[src/rtl/sfp_row_norm.sv]
// sfp_row_norm: L1 row normaliser placed after the MAC-array output FIFO.
// Pops one psum row, sums |lane| over the row, then turns every lane into
// the signed fixed-point ratio lane/sum with one shared serial restoring divider.
// Ports:
//   clk, reset      clock (rising edge), asynchronous active-low reset
//   en              allows a new row to start; a row already in flight is not aborted
//   in_valid, in    FIFO head row (col lanes of bw_psum bits, signed)
//   rd              FIFO pop strobe, combinational, only in IDLE
//   out, out_valid  normalised row (col lanes of obw bits, signed) held until accepted
//   out_ready       consumer accept
//   busy            high whenever the FSM is not idle
//   row_cnt         count of rows accepted on out, wraps at 8 bits
module sfp_row_norm #(
    parameter int unsigned col     = 8,
    parameter int unsigned bw_psum = 20,
    parameter int unsigned frac    = 8,
    parameter int unsigned obw     = 10
) (
    input  logic                     clk,
    input  logic                     reset,
    input  logic                     en,
    input  logic                     in_valid,
    input  logic [bw_psum*col-1:0]   in,
    output logic                     rd,
    output logic [obw*col-1:0]       out,
    output logic                     out_valid,
    input  logic                     out_ready,
    output logic                     busy,
    output logic [7:0]               row_cnt
);

    localparam int unsigned LW  = $clog2(col);
    localparam int unsigned SW  = bw_psum + LW;
    localparam int unsigned STW = $clog2(frac + 1);
    localparam int unsigned DW  = SW + frac;

    typedef enum logic [1:0] {
        S_IDLE,
        S_SUM,
        S_DIV,
        S_OUT
    } state_e;

    state_e               state_q, state_d;
    logic [bw_psum-1:0]   row_q [col];
    logic [bw_psum-1:0]   row_d [col];
    logic [obw-1:0]       out_q [col];
    logic [obw-1:0]       out_d [col];
    logic [SW-1:0]        sum_q, sum_d;
    logic [LW-1:0]        lane_q, lane_d;
    logic [STW-1:0]       step_q, step_d;
    logic [DW-1:0]        rem_q, rem_d;
    logic [DW-1:0]        den_q, den_d;
    logic [frac-1:0]      quot_q, quot_d;
    logic [7:0]           row_cnt_q, row_cnt_d;

    // Datapath helpers for the lane currently addressed by lane_q
    logic [bw_psum-1:0]   lane_x;
    logic [bw_psum-1:0]   lane_abs;
    logic [DW-1:0]        rem_cur, den_cur;
    logic [frac-1:0]      quot_cur;
    logic                 fits;
    logic [frac:0]        quot_nxt;
    logic [obw-1:0]       q_ext, lane_out;

    // Lane magnitude and one restoring-division step
    always_comb begin
        lane_x   = row_q[lane_q];
        // Unsigned bw_psum-bit magnitude keeps the most negative psum exact
        lane_abs = lane_x[bw_psum-1] ? ((~lane_x) + bw_psum'(1)) : lane_x;
        // Step 0 loads a fresh lane so lanes follow each other without a gap cycle
        rem_cur  = (step_q == '0) ? (DW'(lane_abs) << frac) : rem_q;
        den_cur  = (step_q == '0) ? (DW'(sum_q) << frac) : den_q;
        quot_cur = (step_q == '0) ? '0 : quot_q;
        fits     = (rem_cur >= den_cur);
        quot_nxt = {quot_cur, fits};
        q_ext    = obw'(quot_nxt);
        lane_out = lane_x[bw_psum-1] ? ((~q_ext) + obw'(1)) : q_ext;
    end

    // Next-state and pop strobe
    always_comb begin
        state_d   = state_q;
        row_d     = row_q;
        out_d     = out_q;
        sum_d     = sum_q;
        lane_d    = lane_q;
        step_d    = step_q;
        rem_d     = rem_q;
        den_d     = den_q;
        quot_d    = quot_q;
        row_cnt_d = row_cnt_q;
        rd        = 1'b0;

        unique case (state_q)
            S_IDLE: begin
                if (in_valid && en && reset) begin
                    rd = 1'b1;
                    for (int c = 0; c < col; c++) begin
                        row_d[c] = in[c*bw_psum +: bw_psum];
                    end
                    sum_d   = '0;
                    lane_d  = '0;
                    state_d = S_SUM;
                end
            end
            S_SUM: begin
                sum_d = sum_q + SW'(lane_abs);
                if (lane_q == LW'(col - 1)) begin
                    lane_d = '0;
                    step_d = '0;
                    if (sum_d == '0) begin
                        for (int c = 0; c < col; c++) begin
                            out_d[c] = '0;
                        end
                        state_d = S_OUT;
                    end else begin
                        state_d = S_DIV;
                    end
                end else begin
                    lane_d = lane_q + LW'(1);
                end
            end
            S_DIV: begin
                rem_d  = fits ? (rem_cur - den_cur) : rem_cur;
                den_d  = den_cur >> 1;
                quot_d = quot_nxt[frac-1:0];
                if (step_q == STW'(frac)) begin
                    out_d[lane_q] = lane_out;
                    step_d        = '0;
                    if (lane_q == LW'(col - 1)) begin
                        state_d = S_OUT;
                    end else begin
                        lane_d = lane_q + LW'(1);
                    end
                end else begin
                    step_d = step_q + STW'(1);
                end
            end
            S_OUT: begin
                if (out_ready) begin
                    row_cnt_d = row_cnt_q + 8'd1;
                    state_d   = S_IDLE;
                end
            end
            default: state_d = S_IDLE;
        endcase
    end

    // State and datapath registers
    always_ff @(posedge clk or negedge reset) begin
        if (!reset) begin
            state_q   <= S_IDLE;
            sum_q     <= '0;
            lane_q    <= '0;
            step_q    <= '0;
            rem_q     <= '0;
            den_q     <= '0;
            quot_q    <= '0;
            row_cnt_q <= '0;
            for (int c = 0; c < col; c++) begin
                row_q[c] <= '0;
                out_q[c] <= '0;
            end
        end else begin
            state_q   <= state_d;
            sum_q     <= sum_d;
            lane_q    <= lane_d;
            step_q    <= step_d;
            rem_q     <= rem_d;
            den_q     <= den_d;
            quot_q    <= quot_d;
            row_cnt_q <= row_cnt_d;
            for (int c = 0; c < col; c++) begin
                row_q[c] <= row_d[c];
                out_q[c] <= out_d[c];
            end
        end
    end

    for (genvar g = 0; g < col; g++) begin : g_out
        assign out[g*obw +: obw] = out_q[g];
    end

    assign out_valid = (state_q == S_OUT);
    assign busy      = (state_q != S_IDLE);
    assign row_cnt   = row_cnt_q;

endmodule

[config.mk]
export PLATFORM = sky130hd
export DESIGN_NAME = sfp_row_norm
export DESIGN_NICKNAME = d
export VERILOG_FILES = /design/src/rtl/sfp_row_norm.sv
export SDC_FILE = /design/constraint.sdc
export NUM_CORES = 1
export LEC_CHECK = 0
export CORE_AREA = 2 2 199 201
export DETAILED_ROUTE_END_ITERATION = 6
export DIE_AREA = 0 0 201 203
export GPL_TIMING_DRIVEN = 0
export PLACE_DENSITY = 0.73
export SYNTH_ARGS = -nofsm -noshare
export SYNTH_HDL_FRONTEND = slang
export SYNTH_SLANG_ARGS = --single-unit
[constraint.sdc]
create_clock -name clk -period 9.9 [get_ports clk]
set_clock_uncertainty 0.1 [all_clocks]
set_input_delay 2.97 -clock clk [delete_from_list [all_inputs] [get_ports clk]]
set_output_delay 2.97 -clock clk [all_outputs]
set_load 0.03 [all_outputs]
; Yosys cells after proc, flatten, opt, wreduce, memory -nomap -nowiden
; Index checks and enable logic that the tools add are counted.
[op_classes]
addsub = 7
magnitude_cmp = 3
eq_ne = 12
muxes = 35
bitwise = 3
n_reduce_logical = 17
[ops]
columns = op, count
row1 = 80-bit two-way mux, 3
row2 = 80-bit one-hot mux with 2 select lines, 1
row3 = 31-bit two-way mux, 3
row4 = 80-bit bitwise mux, 1
row5 = 20-bit binary-select mux with 3-bit select, 1
row6 = 20-bit two-way mux, 3
row7 = 23-bit one-hot mux with 2 select lines, 1
row8 = 31-bit >= comparator, 1
row9 = 31-bit subtractor, 1
row10 = 10-bit demux with 3-bit select, 1
row11 = 23-bit by 20-bit adder with 23-bit output, 1
row12 = 23-bit zero test, 1
row13 = 23-bit two-way mux, 1
row14 = 20-bit by 1-bit adder with 20-bit output (second input constant), 1
row15 = 10-bit two-way mux, 2
row16 = 20-bit NOT, 1
row17 = 3-bit two-way mux, 4
row18 = 2-bit != test (second input constant), 6
row19 = 10-bit by 1-bit adder with 10-bit output (second input constant), 1
row20 = 2-bit two-way mux, 5
row21 = 9-bit NOT with 10-bit output, 1
row22 = 3-bit one-hot mux with 3 select lines, 1
row23 = 8-bit by 1-bit adder with 8-bit output (second input constant), 1
row24 = 4-bit two-way mux, 2
row25 = other kinds (22), 33
[totals]
ff_bits = 349
inputBits = 165
out_inout_bits = 91
elab_cells = 101

; Depth between registers and ports, before layout
[depth]
word_depth = 15
ltp_mapped = 33

; Least setup slack after synthesis
; No wires, ideal clock.
[synth_path]
kind = reg-to-reg
from = reg lane_q[1]
to = reg out_q (netlist bit out[18])
setup_ns = 0.078
t_arrival_ns = 6.902
t_required_ns = 9.722
path_slack_ns = 2.820
path_stages_with_launch = 34
n_path_buf = 6
period_less_slack_ns = 7.080
path_cell_list = dfrtp_1 -> buf_6 -> buf_8 -> buf_2 -> buf_1 -> mux4_2 -> mux2i_1 -> ha_1 -> nand4_1 -> or3_1 -> buf_6 -> nand2_1 -> xor2_1 -> nand2_1 -> nand2_1 -> ha_1 -> a21o_1 -> a21o_1 -> a21oi_1 -> o22ai_1 -> a41oi_1 -> a21oi_1 -> o221ai_1 -> o211ai_1 -> o21a_1 -> inv_1 -> buf_1 -> ha_1 -> o21ai_0 -> nand2_1 -> nand4_1 -> o311ai_0 -> inv_1 -> o2bb2ai_1
[synth_between]
elab_chain_cells = 15
elab_cells_between_ends = 26
classes_between = 3 x add/sub / 3 x order compare / 3 x eq/ne / 11 x mux / 3 x bitwise / 3 x reduce/logical
[synth_rtl]
columns = element, line_no
row1 = start: declaration, 50  ; logic [LW-1:0] lane_q, lane_d;
row2 = start signal: assignment, 168  ; lane_q <= lane_d;
row3 = 3-bit NOT with 4-bit output (implied by the code), "68, 129"
row4 = 20-bit binary-select mux with 3-bit select, 68  ; lane_x = row_q[lane_q];
row5 = 20-bit two-way mux (implied by the code) (2 in series), 68
row6 = 20-bit NOT, 70  ; lane_abs = lane_x[bw_psum-1] ? ((~lane_x) + bw_psum'(1)) : lane_x;
row7 = 20-bit by 1-bit adder with 20-bit output, 70
row8 = 20-bit two-way mux, 70
row9 = 31-bit two-way mux, 72  ; rem_cur = (step_q == '0) ? (DW'(lane_abs) << frac) : rem_q;
row10 = 31-bit >= comparator, 75  ; fits = (rem_cur >= den_cur);
row11 = 9-bit NOT with 10-bit output, 78  ; lane_out = lane_x[bw_psum-1] ? ((~q_ext) + obw'(1)) : q_ext;
row12 = 10-bit by 1-bit adder with 10-bit output, 78
row13 = 10-bit two-way mux, 78
row14 = 80-bit bitwise mux, 129  ; out_d[lane_q] = lane_out;
row15 = 80-bit two-way mux, 128  ; if (step_q == STW'(frac)) begin
row16 = 80-bit one-hot mux with 2 select lines, 95  ; unique case (state_q)
row17 = end signal: indexed assignment, 176  ; out_q[c] <= out_d[c];
row18 = end: declaration, 47  ; logic [obw-1:0] out_q [col];
; Several ways; a longest one is shown, not always the timed one. The select of a mux whose other input is x is not followed.
; A chain may end at the register's enable or synchronous reset.

; Worst setup path after layout
; Ends and elaborated chain as after synthesis.

==> reports/results.ini <==
[worst_setup_path]
end_kind = register
worst_path_max_delay_cell = mux4_2
worstPathArrival_ps = 9440
crit_path_max_fanout = 15
crit_path_max_incr_delay_ps = 560
crit_start = lane_q[1]
worstRegToRegCells = 33
reg2reg_slack_ps = 820
crit_path_end = out[18]
rr_startpoint = lane_q[1]
start_kind = register
crit_type = reg -> reg
worst_path_most_repeated_cell = nand2_1
cp.required_ps = 10260
timing.rr.end = out[18]

[clock_network]
numCtsBuffers = 39
cts_hold_buf = 0
cts-root-buf = clkbuf_16
clkSinkCount = 349
h-tree-depth = 2
path_clk_slew_ps = 60
clk_latency_ps = 570
clk_path_buf_depth = 3
cts_tree = yes

[detailed_routing]
wl_met3_mm = 4.589
met1_length_mm = 25.08
via_per_inst = 5.855
detail_route.wl_per_cell_um = 20.92
drc = 0
wl_mm = 61.13
highest_layer = met4
first_pass_iters = 6
met2_length_mm = 29.09
drt-initial-drc-count = 1408
drtAntennaViolNets = 0
vias = 17110

[synthesis]
syn_avg_cell_area_um2 = 9.217
synth_common_cells = nand2_1 (652), dfrtp_1 (349), nor2_1 (101)
ys_types = 86
synthTopCellsByArea = dfrtp_1 (46%), nand2_1 (13%), ha_1 (3.9%)
syn_nets = 2303
synthesis.area_mm2 = 0.01913
synthArstFlopShare_pct = 100.0
synth_edf_count = 0
synth.most_common_cell = nand2_1
netlist_instances = 2076
ys_seq_area_share_pct = 45.64
ys_ff_latch = 349
yosys.area.top_type_share_pct = 45.64
yosys.area.top_type = dfrtp_1
synth_ff_type = dfrtp_1
ys_warn_count = 0

[global_route]
grt_pass1_wl_mm = 96.12
gr-usage-all-layers_pct = 30.18
grt_max_degree = 125
grt_pass1_vias = 17280
antenna_found_initial = 0
overflow = 0

[timing]
slew_headroom_pct = 38.99
slew_viol_final = 0
rsz0062_at_grt = false
period_minus_slack_ps = 9080
setup_viol = 0
hold_viol_final = 0
fin_crit_sh_pct = 91.71
tightestPinTransition_ps = 911.2
whs_ps = 369.1
max_clock_freq_mhz = 110.1

[die]
die_h_um = 203
initial_core_util_pct = 49.74
die_area_mm2 = 0.04080
coreArea_mm2 = 0.03847
num_io_pins = 256
fp.dieW_um = 201
rows = 72

[layout]
final_nets = 2602
areaGrowthSynthToFinish_pct = 24.41
num_antenna_cells = 0
fill_cells = 3243
drive_gt1_share_pct = 7.072

[place]
portBuffers = 255
gp_congestion = 0.9161
hpwl_mm = 46.16

[worst_hold_path]
hp-class = reg -> reg

[job]
maxCapViolCount = 0

[status]
outcome = completed

==> per-layer routing <==
metal / up-vias / global-route usage [%]
met2: 773 / 50.12
li1: 7849 / -
met5: - / 0
met3: 148 / 5.281
met1: 8338 / 39.60
met4: 0 / 11.69
==> cells in the final DEF, fill, tap and decap left out, drive strengths merged, types with 31 or more instances in the layout <==
| master | Yosys | routed |
|---|---|---|
| xnor2 | 41 | 41 |
| nor2 | 101 | 101 |
| mux4 | 32 | 32 |
| dfrtp | 349 | 349 |
| buf | 43 | 46 |
| inv | 56 | 57 |
| o21ai | 87 | 87 |
| a32o | 51 | 51 |
| clkdlybuf4s50 | 0 | 254 |
| nand3 | 43 | 43 |
| a21oi | 71 | 71 |
| a21o | 31 | 31 |
| ha | 60 | 60 |
| mux2i | 48 | 48 |
| nand2 | 652 | 652 |
| clkbuf | 68 | 126 |
==> state kept, by name, indices dropped and copies added (netlist names), named ones only <==
name     flops
den_q       30
lane_q       3
out         80
quot_q       8
rem_q       30
row_cnt      8
row_q      160
state_q      2
step_q       4
sum_q       23
==> cell families (layout without fill, tap and decap cells) <==
family                   count (synthesis)  count (layout)  synth area share, %
AND/OR/NAND/NOR                        925             925                20.65
AO/OA/AOI/OAI                          409             409                15.28
flip-flops                             349             349                45.64
buffers and inverters                  167             495                3.740
multiplexers                            91              91                7.095
XOR/XNOR                                72              72                3.407
adder cells (fa/ha/maj)                 63              63                4.185
==> worst max-delay path: cells and delay by family, from the launching register on <==
kind / cells / cell delay, ps
AO/OA/AOI/OAI: 12 / 2530
XOR/XNOR: 1 / 330
adder cells (fa/ha/maj): 3 / 920
buffers and inverters: 8 / 2300
flip-flops: 1 / 510
multiplexers: 2 / 1050
AND/OR/NAND/NOR: 7 / 1210
==> what timing repair did <==
action / 4_1_cts / 5_1_grt
setup buffers: 0 / 0
resized for setup: 0 / 3
setup endpoints to repair: 0 / 31
==> layout make-up <==
class,instances,area [um^2],area share (%)
buffer,110,503.0,2.113
sequential,349,8733,36.69
timing repair buffer,259,2645,11.11
tap,518,648.1,2.723
multi-input combinational,1560,9694,40.72
clock inverter,13,186.4,0.7831
clock buffer,57,1185,4.977
inverter,56,210.2,0.8830
==> worst min-delay path by stage <==
stage	start	endpoint	slack (ps)	cells past startpoint
6_report	rem_q[2]	rem_q[2]	370	2
4_1_cts	row_q[142]	row_q[142]	370	2
3_3_place_gp	row_q[23]	row_q[23]	350	2
3_5_place_dp	row_q[142]	row_q[142]	360	2
5_1_grt	row_q[59]	row_q[59]	390	2
2_1_floorplan	row_q[102]	row_q[102]	340	2
==> per-stage QoR <==
step	utilization [%]	TNS, ps	worst slack, ps	area [um^2]	cells
2_1_floorplan	-	0	2820	19130	2076
3_3_place_gp	58.06	-4898210	-12450	22340	2849
3_5_place_dp	58.32	0	229.7	22430	2853
4_1_cts	61.88	0	161.0	23800	2923
5_1_grt	61.89	0	178.4	23810	2922
6_report	61.89	0	820.4	23810	2922
Power is not shown: default switching activity piles up to over one toggle a cycle in this logic, so the estimate is an artifact.
